## src/rtl/mul_seq_add.sv

```systemverilog
// Sequential shift-and-add multiplier. It handles N-bit x by M-bit y for naturals or
// two's-complement integers and returns an (N+M)-bit product through the soc/eoc handshake.
module mul_seq_add #(
    parameter int N = 8,
    parameter int M = 8
) (
    input  logic             clock,
    input  logic             reset_,
    input  logic             soc,
    input  logic             mode,
    input  logic [N-1:0]     x,
    input  logic [M-1:0]     y,
    output logic             eoc,
    output logic [N+M-1:0]   m
);

    localparam int W  = N + M;
    localparam int CW = $clog2(M + 1);

    localparam logic [CW-1:0] CNT_INIT = CW'(M);
    localparam logic [CW-1:0] CNT_ONE  = CW'(1);
    localparam logic [W-1:0]  W_ONE    = W'(1);

    typedef enum logic [1:0] {
        S0 = 2'd0,
        S1 = 2'd1,
        S2 = 2'd2,
        S3 = 2'd3
    } state_t;

    state_t          state_q, state_d;
    logic            eoc_q, eoc_d;
    logic [W-1:0]    m_q, m_d;
    logic [W-1:0]    acc_q, acc_d;
    logic [W-1:0]    xr_q, xr_d;
    logic [M-1:0]    qr_q, qr_d;
    logic [CW-1:0]   count_q, count_d;
    logic            sign_q, sign_d;

    // The most-negative value negates to itself, and that bit pattern read as natural is the magnitude.
    function automatic logic [N-1:0] mag_x(input logic [N-1:0] v, input logic signed_mode);
        return (signed_mode & v[N-1]) ? (~v + {{(N-1){1'b0}}, 1'b1}) : v;
    endfunction

    function automatic logic [M-1:0] mag_y(input logic [M-1:0] v, input logic signed_mode);
        return (signed_mode & v[M-1]) ? (~v + {{(M-1){1'b0}}, 1'b1}) : v;
    endfunction

    // Next-state and datapath logic for the start / shift-add / sign-fix / release sequence.
    always_comb begin
        state_d = state_q;
        eoc_d   = eoc_q;
        m_d     = m_q;
        acc_d   = acc_q;
        xr_d    = xr_q;
        qr_d    = qr_q;
        count_d = count_q;
        sign_d  = sign_q;
        case (state_q)
            S0: begin
                if (soc) begin
                    xr_d    = {{M{1'b0}}, mag_x(x, mode)};
                    qr_d    = mag_y(y, mode);
                    acc_d   = {W{1'b0}};
                    count_d = CNT_INIT;
                    sign_d  = mode & (x[N-1] ^ y[M-1]);
                    eoc_d   = 1'b0;
                    state_d = S1;
                end else begin
                    state_d = S0;
                end
            end
            S1: begin
                if (qr_q[0]) begin
                    acc_d = acc_q + xr_q;
                end else begin
                    acc_d = acc_q;
                end
                xr_d    = xr_q << 1;
                qr_d    = qr_q >> 1;
                count_d = count_q - CNT_ONE;
                if (count_q == CNT_ONE) begin
                    state_d = S2;
                end else begin
                    state_d = S1;
                end
            end
            S2: begin
                // Negating a zero magnitude wraps back to zero, so no negative zero can appear.
                m_d     = sign_q ? (~acc_q + W_ONE) : acc_q;
                state_d = S3;
            end
            S3: begin
                if (!soc) begin
                    eoc_d   = 1'b1;
                    state_d = S0;
                end else begin
                    state_d = S3;
                end
            end
            default: begin
                eoc_d   = 1'b1;
                state_d = S0;
            end
        endcase
    end

    // State and datapath registers. Reset aborts any operation in flight.
    always_ff @(posedge clock or negedge reset_) begin
        if (!reset_) begin
            state_q <= S0;
            eoc_q   <= 1'b1;
            m_q     <= {W{1'b0}};
            acc_q   <= {W{1'b0}};
            xr_q    <= {W{1'b0}};
            qr_q    <= {M{1'b0}};
            count_q <= {CW{1'b0}};
            sign_q  <= 1'b0;
        end else begin
            state_q <= state_d;
            eoc_q   <= eoc_d;
            m_q     <= m_d;
            acc_q   <= acc_d;
            xr_q    <= xr_d;
            qr_q    <= qr_d;
            count_q <= count_d;
            sign_q  <= sign_d;
        end
    end

    assign eoc = eoc_q;
    assign m   = m_q;

endmodule

```

## config.mk

```make
export PLATFORM = sky130hd
export DESIGN_NAME = mul_seq_add
export DESIGN_NICKNAME = d
export VERILOG_FILES = /design/src/rtl/mul_seq_add.sv
export SDC_FILE = /design/constraint.sdc
export NUM_CORES = 1
export LEC_CHECK = 0
export ABC_AREA = 1
export BUFFER_PORTS_ARGS = -buffer_cell sky130_fd_sc_hd__buf_2
export CORE_ASPECT_RATIO = 1.1
export CORE_MARGIN = 5
export CORE_UTILIZATION = 30
export CTS_CLUSTER_DIAMETER = 60
export DETAILED_ROUTE_END_ITERATION = 7
export GPL_TIMING_DRIVEN = 0
export PLACE_DENSITY = 0.45
export SETUP_SLACK_MARGIN = 0.2
export SLEW_MARGIN = 10
export SYNTH_ARGS = -nofsm -noshare
export SYNTH_HDL_FRONTEND = slang
export SYNTH_SLANG_ARGS = --single-unit
```

## constraint.sdc

```tcl
create_clock -name clock -period 1.94 [get_ports clock]
set_input_delay 0.097 -clock clock [delete_from_list [all_inputs] [get_ports clock]]
set_output_delay 0.097 -clock clock [all_outputs]
set_load 0.05 [all_outputs]
```

# Yosys cells after proc, flatten, opt, wreduce, memory -nomap -nowiden
# Index checks and enable logic that the tools add are counted.
[word_totals]
reg_bits = 64
in_bits = 20
out_inout_bits = 17
[op_classes]
add_sub_neg = 5
eq_ne = 7
n_mux = 19
n_bitwise = 7
reduce_logical = 7
[ops]
columns = ["cell", "n"]
rows = [
  ["$mux 16", 4],
  ["$pmux 16 s2", 2],
  ["$mux 8", 3],
  ["$add 16x1->16 const B", 1],
  ["$add 16x16->16", 1],
  ["$add 8x1->8 const B", 2],
  ["$not 16->16", 1],
  ["$not 8->8", 2],
  ["$pmux 8 s2", 1],
  ["$pmux 2 s4", 1],
  ["$pmux 4 s2", 1],
  ["$ne 2x2->1 const B", 3],
  ["$reduce_and 3->1", 2],
  ["$eq 2x2->1 const B", 2],
  ["$eq 4x1->1 const B", 1],
  ["$mux 2", 2],
  ["$mux 4", 1],
  ["$reduce_and 2->1", 2],
  ["$reduce_bool 2->1", 2],
  ["$sub 4x1->4 const B", 1],
  ["$and 1x1->1", 3],
  ["$mux 1", 3],
  ["$eq 2x1->1 const B", 1],
  ["$logic_not 2->1", 1],
  ["other kinds (2)", 2],
]

# Depth between registers and ports, before layout
# Gate-level depths: netlist of the first run.
[depth]
word_depth = 5
depth_mapped = 12
ltp_nobuf = 12

# Worst setup path before layout of the first run
# No wires, ideal clock.
[synth_timing]
kind = "reg2reg"
from = "reg acc_q[2]"
to = "reg acc_q[13]"
setup_ps = 117
arrival_time_ps = 1465
required_ps = 1823
slack_ps = 358
path_stages_with_launch = 9
n_path_buf = 0
synth_period_minus_slack_ps = 1582
path_cell_list = "dfrtp_1 ha_1 or2_2 nand3b_1 nand2_1 nand2_1 nand3_1 nand3_1 nand2_1"
[synth_via]
elab_chain_len = 3
[synth_rtl]
columns = ["element", "line", "text"]
rows = [
  ["start: declaration", "34", "logic [W-1:0] acc_q, acc_d;"],
  ["start signal: assignment", "114", "acc_q <= {W{1'b0}};"],
  ["$add 16x16->16", "75", "acc_d = acc_q + xr_q;"],
  ["$mux 16", "74", "if (qr_q[0]) begin"],
  ["$pmux 16 s2", "59", "case (state_q)"],
]
# No other way between the ends. The select of a mux whose other input is x is not followed.
# A chain may end at the register's enable or synchronous reset.

# Worst setup path in the final report of the first run
[layout_timing]
from = "reg xr_q[0]"
to = "reg acc_q[12]"
[layout_via]
elab_chain_len = 3
[layout_rtl]
columns = ["element", "line", "text"]
rows = [
  ["start: declaration", "35", "logic [W-1:0] xr_q, xr_d;"],
  ["start signal: assignment", "115", "xr_q <= {W{1'b0}};"],
  ["start signal: assignment", "124", "xr_q <= xr_d;"],
  ["$add 16x16->16", "75", ""],
  ["$mux 16", "74", ""],
  ["$pmux 16 s2", "59", ""],
]
# No other way between the ends. The select of a mux whose other input is x is not followed.

==> results of run 1 <==
synth_stat cells:
master,n
nand2_1,169
xnor2_1,2
inv_1,86
xor2_1,10
buf_2,9
nor3_1,6
nor2_4,1
o21ai_1,5
nand4_1,6
fa_1,1
a21oi_4,1
o221ai_1,2
a21oi_1,19
nand3_1,46
o21ai_0,42
and2_1,1
nor2_1,27
ha_1,20
nor4_1,1
o211ai_1,1
dfstp_2,1
o22ai_1,10
nand2_2,2
or2_2,3
a31oi_1,2
inv_2,6
buf_1,1
a22oi_1,11
nand3b_1,4
dfrtp_1,63
nor2_2,1
o22ai_2,1
o211ai_2,1
registers in the layout (all words and copies together) (netlist names):
| name | cells |
|---|---|
| sign_q | 1 |
| eoc | 1 |
| acc_q | 16 |
| qr_q | 8 |
| state_q | 2 |
| count_q | 4 |
| xr_q | 16 |
| m | 16 |
routing by layer:
layer  GRT usage  up-vias
met5           0        -
met4      0.0668        0
met3      0.0258       17
met2       0.237       64
met1       0.168     1692
li1            -     1935
through the flow:
stage          std cells  utilization  cell area (sq um)
5_1_grt              782        0.380               5020
4_1_cts              776        0.360               4760
3_3_place_gp         758        0.336               4430
6_report             782        0.380               5020
3_5_place_dp         759        0.337               4460
2_1_floorplan        561            -               4050
area by class of cell:
class / instances / area [sq um] / share of cell area
clock buffer: 16 / 272 / 0.0540
sequential: 64 / 1610 / 0.321
tap: 161 / 201 / 0.0401
multi-input combinational: 395 / 2280 / 0.455
timing repair buffer: 44 / 262 / 0.0521
inverter: 92 / 345 / 0.0687
buffer: 10 / 48.8 / 0.00971
worst max-delay path by stage:
stage	slack, ns	cells after the start	from	end
2_1_floorplan	0.36	8	acc_q[2]	acc_q[13]
3_3_place_gp	0.13	11	xr_q[0]	acc_q[12]
3_5_place_dp	0.1	11	xr_q[0]	acc_q[12]
4_1_cts	0.17	11	xr_q[0]	acc_q[12]
5_1_grt	0.16	6	state_q[0]	acc_q[2]
6_report	0.26	11	xr_q[0]	acc_q[12]
placed cells by master (no fill, tap or decap), drive strengths merged, types with 4 or more instances in the layout:
master,count
a21oi,20
a22oi,11
buf,53
clkbuf,16
dfrtp,63
ha,20
inv,92
nand2,171
nand3,46
nand3b,4
nand4,6
nor2,29
nor3,6
o21ai,47
o22ai,11
xor2,10
worst register-to-register path, stage by stage, from the launching register on:
cell and delay [ns]:
dfrtp_1 0.36, ha_2 0.19, inv_2 0.04, fa_2 0.37
inv_2 0.09, nand3_2 0.08, nand3_4 0.09, nand3_2 0.09
nand3_2 0.08, nand2_2 0.05, nand3_2 0.06, nand2_1 0.05
where the power goes:
group | total (W) | switching [W] | internal (W) | leakage (nW)
registers | 0.00242 | 0.000507 | 0.00191 | 0.814
clock network | 0.00150 | 0.000560 | 0.000936 | 0.131
logic | 0.00469 | 0.00302 | 0.00167 | 1.63
total | 0.00861 | 0.00408 | 0.00452 | 2.58
logic make-up after synthesis:
kind of cell / after synthesis / share of synthesized area
AO/OA/AOI/OAI: 95 / 0.137
XOR/XNOR: 12 / 0.0259
adder cells (fa/ha/maj): 21 / 0.0667
buffers and inverters: 102 / 0.0973
flip-flops: 64 / 0.396
AND/OR/NAND/NOR: 267 / 0.278
what timing repair did:
| action | 4_1_cts | 5_1_grt |
|---|---|---|
| hold buffers | 1 | 0 |
| endpoints found under the hold margin | 30 | 0 |
| setup endpoints to repair | 12 | 25 |
| resized for setup | 5 | 46 |
| pin swaps | 0 | 4 |
| setup buffers | 0 | 6 |
==> impl_metrics.json, run 1 <==
{
  "min_from": "y[7]",
  "cp_slowest_stage_delay_ns": 0.37,
  "cts_root_buf": "clkbuf_16",
  "syn_inst": 561,
  "pre_cts_slack_ns": 0.0977,
  "rows": 44,
  "clk_pin_slew_ns": 0.05,
  "regToRegSetupSlack_ns": 0.26,
  "synth_area_per_cell_sq_um": 7.22,
  "met3_length_microns": 346,
  "setup_tns_ns": 0,
  "yosysSeqAreaShare": 0.396,
  "yosysUniqueCellTypes": 33,
  "start_util": 0.307,
  "grt_max_degree": 35,
  "fmax_mhz": 595,
  "coreArea_sq_mm": 0.0132,
  "timing.rr.end": "acc_q[12]",
  "crit_type": "reg2reg",
  "chipHeight_microns": 132,
  "slew_violations": 0,
  "fin_crit_sh": 0.866,
  "relSlewSlack": 0.575,
  "path_cells": "ha_2 > inv_2 > fa_2 > inv_2 > nand3_2 > nand3_4 > nand3_2 > nand3_2 > nand2_2 > nand3_2 > nand2_1",
  "syn-num-nets": 602,
  "hp-class": "in2reg",
  "cap_violations": 0,
  "met2_length_microns": 5160,
  "rr_worst_depth": 11,
  "path_buf_inv": 2,
  "die_w_microns": 121,
  "finClkSkew_ns": 0.00403,
  "grt_pass1_wl_microns": 17600,
  "cpMaxStageDelayCell": "fa_2",
  "cts.path.max_buffers": 2,
  "wl_met1_microns": 4860,
  "total_power_w": 0.00861,
  "drt-initial-drc-count": 135,
  "arrival_ns": 1.91,
  "drcViolationCount": 0,
  "vias": 3708,
  "dr.pass1.iters": 4,
  "gp_routability_congestion": 0.859,
  "dp_hpwl_microns": 8180,
  "finalSetupViolCount": 0,
  "crit_path_start_kind": "register",
  "grt-ovfl-total": 0,
  "diodes": 0,
  "via_per_inst": 4.74,
  "vdd_drop_max_mv": 0.527,
  "synth_area_leaders": "dfrtp_1 (39%), nand2_1 (16%), inv_1 (8.0%)",
  "wl_per_cell_microns": 13.6,
  "crit_family": "adder cells",
  "fillers": 1396,
  "synth_area_sq_mm": 0.00405,
  "setup_ws_ns": 0.260,
  "clock-sinks": 64,
  "leakage_nw": 2.58,
  "top_layer_used": "met4",
  "cp_max_fo": 3,
  "track_usage": 0.139,
  "r2r_start": "xr_q[0]",
  "die_area_sq_mm": 0.0159,
  "cts_buffers": 9,
  "rsz0062_at_grt": "yes",
  "grt_pass1_vias": 3741,
  "synth_top_area_frac": 0.389,
  "status": "finished clean",
  "fin_nets": 657,
  "whs_endpoint": "qr_q[7]",
  "drt-total-wl_microns": 10600,
  "required_ns": 2.17,
  "clock_latency_ns": 0.34,
  "yosys.area.top_type": "dfrtp_1",
  "fin_crit_ns": 1.68,
  "synth-seq-cells": 64,
  "ant_nets": 0,
  "crit_top_cell": "nand3_2",
  "endpoint_kind": "register",
  "fin_hold_ws_ns": 0.0314,
  "cts_tree": "done",
  "io_buffers": 36,
  "power_density_mw_per_mm2": 1710,
  "drive_above_1_share": 0.200,
  "ys.warnings.count": 0,
  "antenna_found_initial": 0,
  "area_growth_pct": 24.0,
  "cts-htree-levels": 3,
  "tightest_slew_ns": 0.631,
  "min_path_cells": 3,
  "hold_violations": 0,
  "ioPinCount": 37
}
(Power assumes the default switching activity.)
==> run 2: changes to the inputs <==
--- a/config.mk
+++ b/config.mk
@@ -5,7 +5,6 @@
 export SDC_FILE = /design/constraint.sdc
 export NUM_CORES = 1
 export LEC_CHECK = 0
-export ABC_AREA = 1
 export BUFFER_PORTS_ARGS = -buffer_cell sky130_fd_sc_hd__buf_2
 export CORE_ASPECT_RATIO = 1.1
 export CORE_MARGIN = 5
==> impl_metrics.json, run 2 <==
{
  "final_cells": 661,
  "synth.most_common_cell": "nand2_1",
  "synth_area_leaders": "dfrtp_1 (41%), ha_1 (6.5%), nand2_1 (6.2%)",
  "fillers": 1267,
  "gp_routability_congestion": 0.760,
  "setup_ws_ns": -0.289,
  "cpMaxStageDelayCell": "dfrtp_1",
  "tightest_slew_ns": 0.540,
  "failed_checks": "negative setup slack",
  "synth_top_area_frac": 0.408,
  "regToRegSetupSlack_ns": -0.29,
  "synth_area_sq_mm": 0.00386,
  "synth-seq-cells": 64,
  "status": "finished, violations left",
  "dr.pass1.iters": 4,
  "vias": 3327,
  "crit_path_start_kind": "register",
  "endpoint_kind": "register",
  "slew_violations": 0,
  "whs_endpoint": "xr_q[7]",
  "async_flop_share": 1.00,
  "wl_per_cell_microns": 15.3,
  "drt-initial-drc-count": 82,
  "crit_cells": 10,
  "min_path_cells": 3,
  "fin_crit_sh": 1.15,
  "crit_family": "compound AO/OA/AOI/OAI gates",
  "relSlewSlack": 0.640,
  "chipHeight_microns": 129,
  "cts_tree": "done",
  "grt_max_degree": 51,
  "grt-ovfl-total": 0,
  "track_usage": 0.140,
  "drcViolationCount": 0,
  "path_buf_inv": 1,
  "ys.warnings.count": 0,
  "arrival_ns": 2.44,
  "drive_above_1_share": 0.260,
  "grt_pass1_vias": 3442,
  "yosysSeqAreaShare": 0.415,
  "path_cells": "ha_2 > inv_2 > fa_2 > and2b_1 > o211ai_1 > a21boi_2 > o211ai_1 > a21oi_2 > mux2i_1 > nand2_1",
  "via_per_inst": 5.03,
  "power_density_mw_per_mm2": 2050,
  "finClkSkew_ns": 0.00843,
  "synth_common_cells": "nand2_1 (64), dfrtp_1 (63), o21ai_0 (44)",
  "timing.rr.end": "acc_q[12]",
  "rr_worst_depth": 10,
  "synth_edf_count": 0,
  "rows": 43,
  "cp_slowest_stage_delay_ns": 0.37,
  "mostFrequentLayoutCell": "nand2_1",
  "yosys.area.top_type": "dfrtp_1",
  "start_util": 0.306,
  "yosysUniqueCellTypes": 53,
  "dp_hpwl_microns": 7560,
  "vdd_drop_max_mv": 0.838,
  "grt_pass1_wl_microns": 17100,
  "clock_latency_ns": 0.33,
  "antenna_found_initial": 0,
  "synth_area_per_cell_sq_um": 8.88,
  "fmax_mhz": 449,
  "fin_util": 0.398,
  "syn_inst": 435,
  "layout_common_cells": "nand2_1 (59), dfrtp_1 (56), buf_2 (37)",
  "coreArea_sq_mm": 0.0126,
  "finalSetupViolCount": 9,
  "leakage_nw": 2.15,
  "die_area_sq_mm": 0.0153,
  "drt-total-wl_microns": 10100,
  "die_w_microns": 118,
  "cts_root_buf": "clkbuf_16",
  "clock-sinks": 64,
  "cap_violations": 0,
  "ant_nets": 0,
  "fin_crit_ns": 2.23,
  "hp-class": "in2reg",
  "cts.path.max_buffers": 2,
  "r2r_start": "xr_q[0]",
  "rsz0062_at_grt": "yes",
  "clk_pin_slew_ns": 0.05,
  "cts-htree-levels": 3,
  "ioPinCount": 37,
  "crit_top_cell": "o211ai_1",
  "syn-num-nets": 476,
  "placed_cells": 628,
  "cp_max_fo": 3,
  "ys.flop_type": "dfrtp_1",
  "fin_nets": 541,
  "io_buffers": 35,
  "min_from": "x[7]",
  "required_ns": 2.15,
  "crit_type": "reg2reg",
  "diodes": 0,
  "cts_buffers": 9,
  "area_growth_pct": 30.1,
  "hold_violations": 0
}
run 2: changes by cell type after synthesis, sizes merged, moves of 9 or more:
cell / delta
clkbuf: +15
xor2: +12
nand2: -107
nand3: -39
a22o: +9
a22oi: -9
inv: -73
xnor2: +11
o22ai: +14
a21oi: +10
run 2: tightest hold or removal path, cell delays in order:
cell	delay, ns
buf_2	0.12
nand3_1	0.08
nand2_1	0.05
run 2: worst max-delay path by stage:
stage	slack, ns	start	to
floorplan	-0.16	acc_q[0]	acc_q[12]
global placement	-0.44	xr_q[0]	acc_q[12]
detailed placement	-0.44	xr_q[0]	acc_q[12]
CTS	-0.31	xr_q[0]	acc_q[12]
global route	-0.37	xr_q[0]	acc_q[12]
finish	-0.29	xr_q[0]	acc_q[12]
run 2: area by class of cell:
| class | instances | area (sq um) | share of cell area |
|---|---|---|---|
| well taps | 157 | 196 | 0.0391 |
| clock buffers | 15 | 268 | 0.0532 |
| plain buffers | 18 | 104 | 0.0207 |
| flip-flops and latches | 64 | 1610 | 0.320 |
| multi-input cells | 333 | 2410 | 0.480 |
| inverters | 20 | 76.3 | 0.0152 |
| repair buffers | 54 | 358 | 0.0712 |
run 2: layer usage:
metal / vias to the layer above / GRT usage / part of all wire
met5: - / 0 / 0
met4: 0 / 0.0601 / 0.023
met3: 15 / 0.0262 / 0.033
met2: 53 / 0.246 / 0.50
met1: 1558 / 0.168 / 0.44
li1: 1701 / - / -
run 2: cells by family (layout without fill, tap and decap cells):
| logic type | count (synthesis) | in the layout | share of synthesized area |
|---|---|---|---|
| AOI/OAI and AO/OA | 150 | 150 | 0.245 |
| and+or+nand+nor | 123 | 123 | 0.143 |
| DFF | 64 | 64 | 0.415 |
| buffers and inverters | 38 | 107 | 0.0375 |
| xor gates and xnor gates | 35 | 35 | 0.0793 |
| adders and majority gates | 21 | 21 | 0.0699 |
| muxes | 4 | 4 | 0.0104 |
run 2: repair_timing:
action,CTS,global route
setup buffers,16,1
pin swaps,20,17
hold endpoints to repair,64,0
setup endpoints to repair,41,41
resized for setup,47,25
hold buffers,1,0
run 2: where the power goes:
part           total (W)  internal, W  switching [W]
clock network    0.00148     0.000928       0.000551
registers        0.00274      0.00201       0.000728
logic            0.00607      0.00264        0.00344
total             0.0103      0.00557        0.00471
run 2: metrics by stage:
step | cell area (sq um) | TNS (ns) | power [W] | hold slack, ns | setup slack (ns)
after floorplan | 3960 | -0.401 | 0.00665 | -0.199 | -0.160
after global placement | 4330 | -2.72 | 0.00785 | 0.413 | -0.440
after detailed placement | 4360 | -3.34 | 0.00792 | -0.0144 | -0.439
after CTS | 4940 | -1.19 | 0.0101 | 0.0517 | -0.308
after global routing | 5030 | -2.35 | 0.0111 | 0.0848 | -0.375
final | 5030 | -1.23 | 0.0103 | 0.0663 | -0.289
==> run 3: changes to the inputs <==
--- a/config.mk
+++ b/config.mk
@@ -6,13 +6,14 @@
 export NUM_CORES = 1
 export LEC_CHECK = 0
 export BUFFER_PORTS_ARGS = -buffer_cell sky130_fd_sc_hd__buf_2
+export CAP_MARGIN = 5
 export CORE_ASPECT_RATIO = 1.1
 export CORE_MARGIN = 5
 export CORE_UTILIZATION = 30
 export CTS_CLUSTER_DIAMETER = 60
 export DETAILED_ROUTE_END_ITERATION = 7
 export GPL_TIMING_DRIVEN = 0
-export PLACE_DENSITY = 0.45
+export PLACE_DENSITY = 0.57
 export SETUP_SLACK_MARGIN = 0.2
 export SLEW_MARGIN = 10
 export SYNTH_ARGS = -nofsm -noshare
==> impl_metrics.json, run 3 (synthesized netlist as in run 2, its figures left out) <==
{
  "finClkSkew_ns": 0.00678,
  "place_area_sq_mm": 0.00436,
  "slew_violations": 0,
  "clk_pin_slew_ns": 0.05,
  "via_per_inst": 5.11,
  "crit_path_start_kind": "register",
  "seqPwrFrac": 0.266,
  "rows": 43,
  "final_cells": 667,
  "io_buffers": 35,
  "leakage_nw": 2.17,
  "cts-htree-levels": 3,
  "hold_violations": 0,
  "vias": 3406,
  "power_density_mw_per_mm2": 2030,
  "mostFrequentLayoutCell": "nand2_1",
  "arrival_ns": 2.44,
  "cap_violations": 0,
  "crit_type": "reg2reg",
  "tightest_slew_ns": 0.505,
  "vdd_drop_max_mv": 1.18,
  "p_clk_frac": 0.140,
  "antenna_found_initial": 0,
  "clock_latency_ns": 0.33,
  "hp-class": "in2reg",
  "diodes": 0,
  "cts_root_buf": "clkbuf_16",
  "endpoint_kind": "register",
  "fin_crit_ns": 2.23,
  "combPwrFrac": 0.594,
  "dp_hpwl_microns": 7050,
  "p_switching_w": 0.00464,
  "grt_pass1_wl_microns": 16300,
  "drive_above_1_share": 0.261,
  "cts_tree": "done",
  "area_growth_pct": 30.0,
  "fin_crit_sh": 1.15,
  "setup_tns_ns": -1.59,
  "track_usage": 0.131,
  "failed_checks": "negative setup slack",
  "relSlewSlack": 0.663,
  "setup_ws_ns": -0.293,
  "fillers": 1244,
  "grt_pass1_vias": 3456,
  "power_switching_share": 0.455,
  "wl_per_cell_microns": 14.4,
  "cts_buffers": 9,
  "die_w_microns": 118,
  "gp_routability_congestion": 0.814,
  "coreArea_sq_mm": 0.0126,
  "die_area_sq_mm": 0.0153,
  "required_ns": 2.15,
  "fmax_mhz": 448,
  "grt-ovfl-total": 0,
  "start_util": 0.306,
  "ioPinCount": 37,
  "dr.pass1.iters": 4,
  "cp_max_fo": 3,
  "total_power_w": 0.0102,
  "grt_max_degree": 47,
  "drcViolationCount": 0,
  "layout_common_cells": "nand2_1 (61), dfrtp_1 (57), buf_2 (36)",
  "ant_nets": 0,
  "cts.path.max_buffers": 2,
  "fin_nets": 546,
  "chipHeight_microns": 129,
  "finalSetupViolCount": 11,
  "design_area_sq_mm": 0.00502,
  "drt-total-wl_microns": 9600,
  "internal_power_w": 0.00555,
  "status": "finished, violations left",
  "clock-sinks": 64,
  "placed_cells": 628,
  "drt-initial-drc-count": 117,
  "rsz0062_at_grt": "yes",
  "pre_cts_slack_ns": -0.449
}
run 3: cell types whose count changed in the layout (fill, tap and decap cells not counted), sizes merged:
cell and delta:
clkinv +4, clkbuf -1, buf +3
run 3: routing by layer:
layer  GRT usage  vias up  share of wire  wire length, microns
met5           0        -              0                     0
met4      0.0553        0          0.020                   189
li1            -     1712              -                     -
met1       0.159     1617           0.45                  4290
met2       0.226       64           0.49                  4730
met3      0.0284       13          0.041                   394
run 3: power by group through the flow:
stage,Combinational [W],Clock [W],Sequential [W]
3_3_place_gp,0.00504,0,0.00270
2_1_floorplan,0.00350,0,0.00315
6_report,0.00605,0.00143,0.00271
4_1_cts,0.00583,0.00145,0.00270
5_1_grt,0.00669,0.00150,0.00281
3_5_place_dp,0.00513,0,0.00273
run 3: worst paths after layout:
kind                          from         to  slack (ns)  cells past startpoint
max in group asynchronous   reset_  acc_q[10]        1.22                      3
min                           mode     sign_q        0.07                      3
max reg2reg                xr_q[0]  acc_q[12]       -0.29                     10
min in group asynchronous   reset_    qr_q[2]        0.19                      2
max                        xr_q[0]  acc_q[12]       -0.29                     10
min reg2reg                    eoc        eoc        0.46                      2
run 3: metrics by stage:
stage / utilization / hold slack [ns]
after floorplan: - / -0.199
after global placement: 0.343 / 0.410
after detailed placement: 0.345 / 0.00811
after CTS: 0.390 / 0.0628
after global routing: 0.397 / 0.0784
final: 0.397 / 0.0743
run 3: layout make-up:
cell class | instances | area (sq um) | share of cell area
Inverter | 20 | 76.3 | 0.0152
Multi-Input combinational cell | 333 | 2370 | 0.472
Sequential cell | 64 | 1610 | 0.320
Tap cell | 157 | 196 | 0.0391
Buffer | 18 | 103 | 0.0204
Clock inverter | 4 | 20.0 | 0.00398
Clock buffer | 12 | 246 | 0.0491
Timing Repair Buffer | 59 | 403 | 0.0802
run 3: critical path, cell delays in order, from the launching register on:
cell	delay (ns)
dfrtp_1	0.39
ha_2	0.20
inv_2	0.04
fa_2	0.33
and2b_1	0.23
o211ai_1	0.10
a21boi_2	0.21
o211ai_1	0.17
a21oi_2	0.19
mux2i_1	0.19
nand2_1	0.06
run 3: what timing repair did:
action	4_1_cts	5_1_grt
pin swaps	18	7
hold endpoints to repair	64	0
hold buffers	1	0
endpoints found under the setup margin	41	36
resized for setup	39	29
buffers inserted	20	2
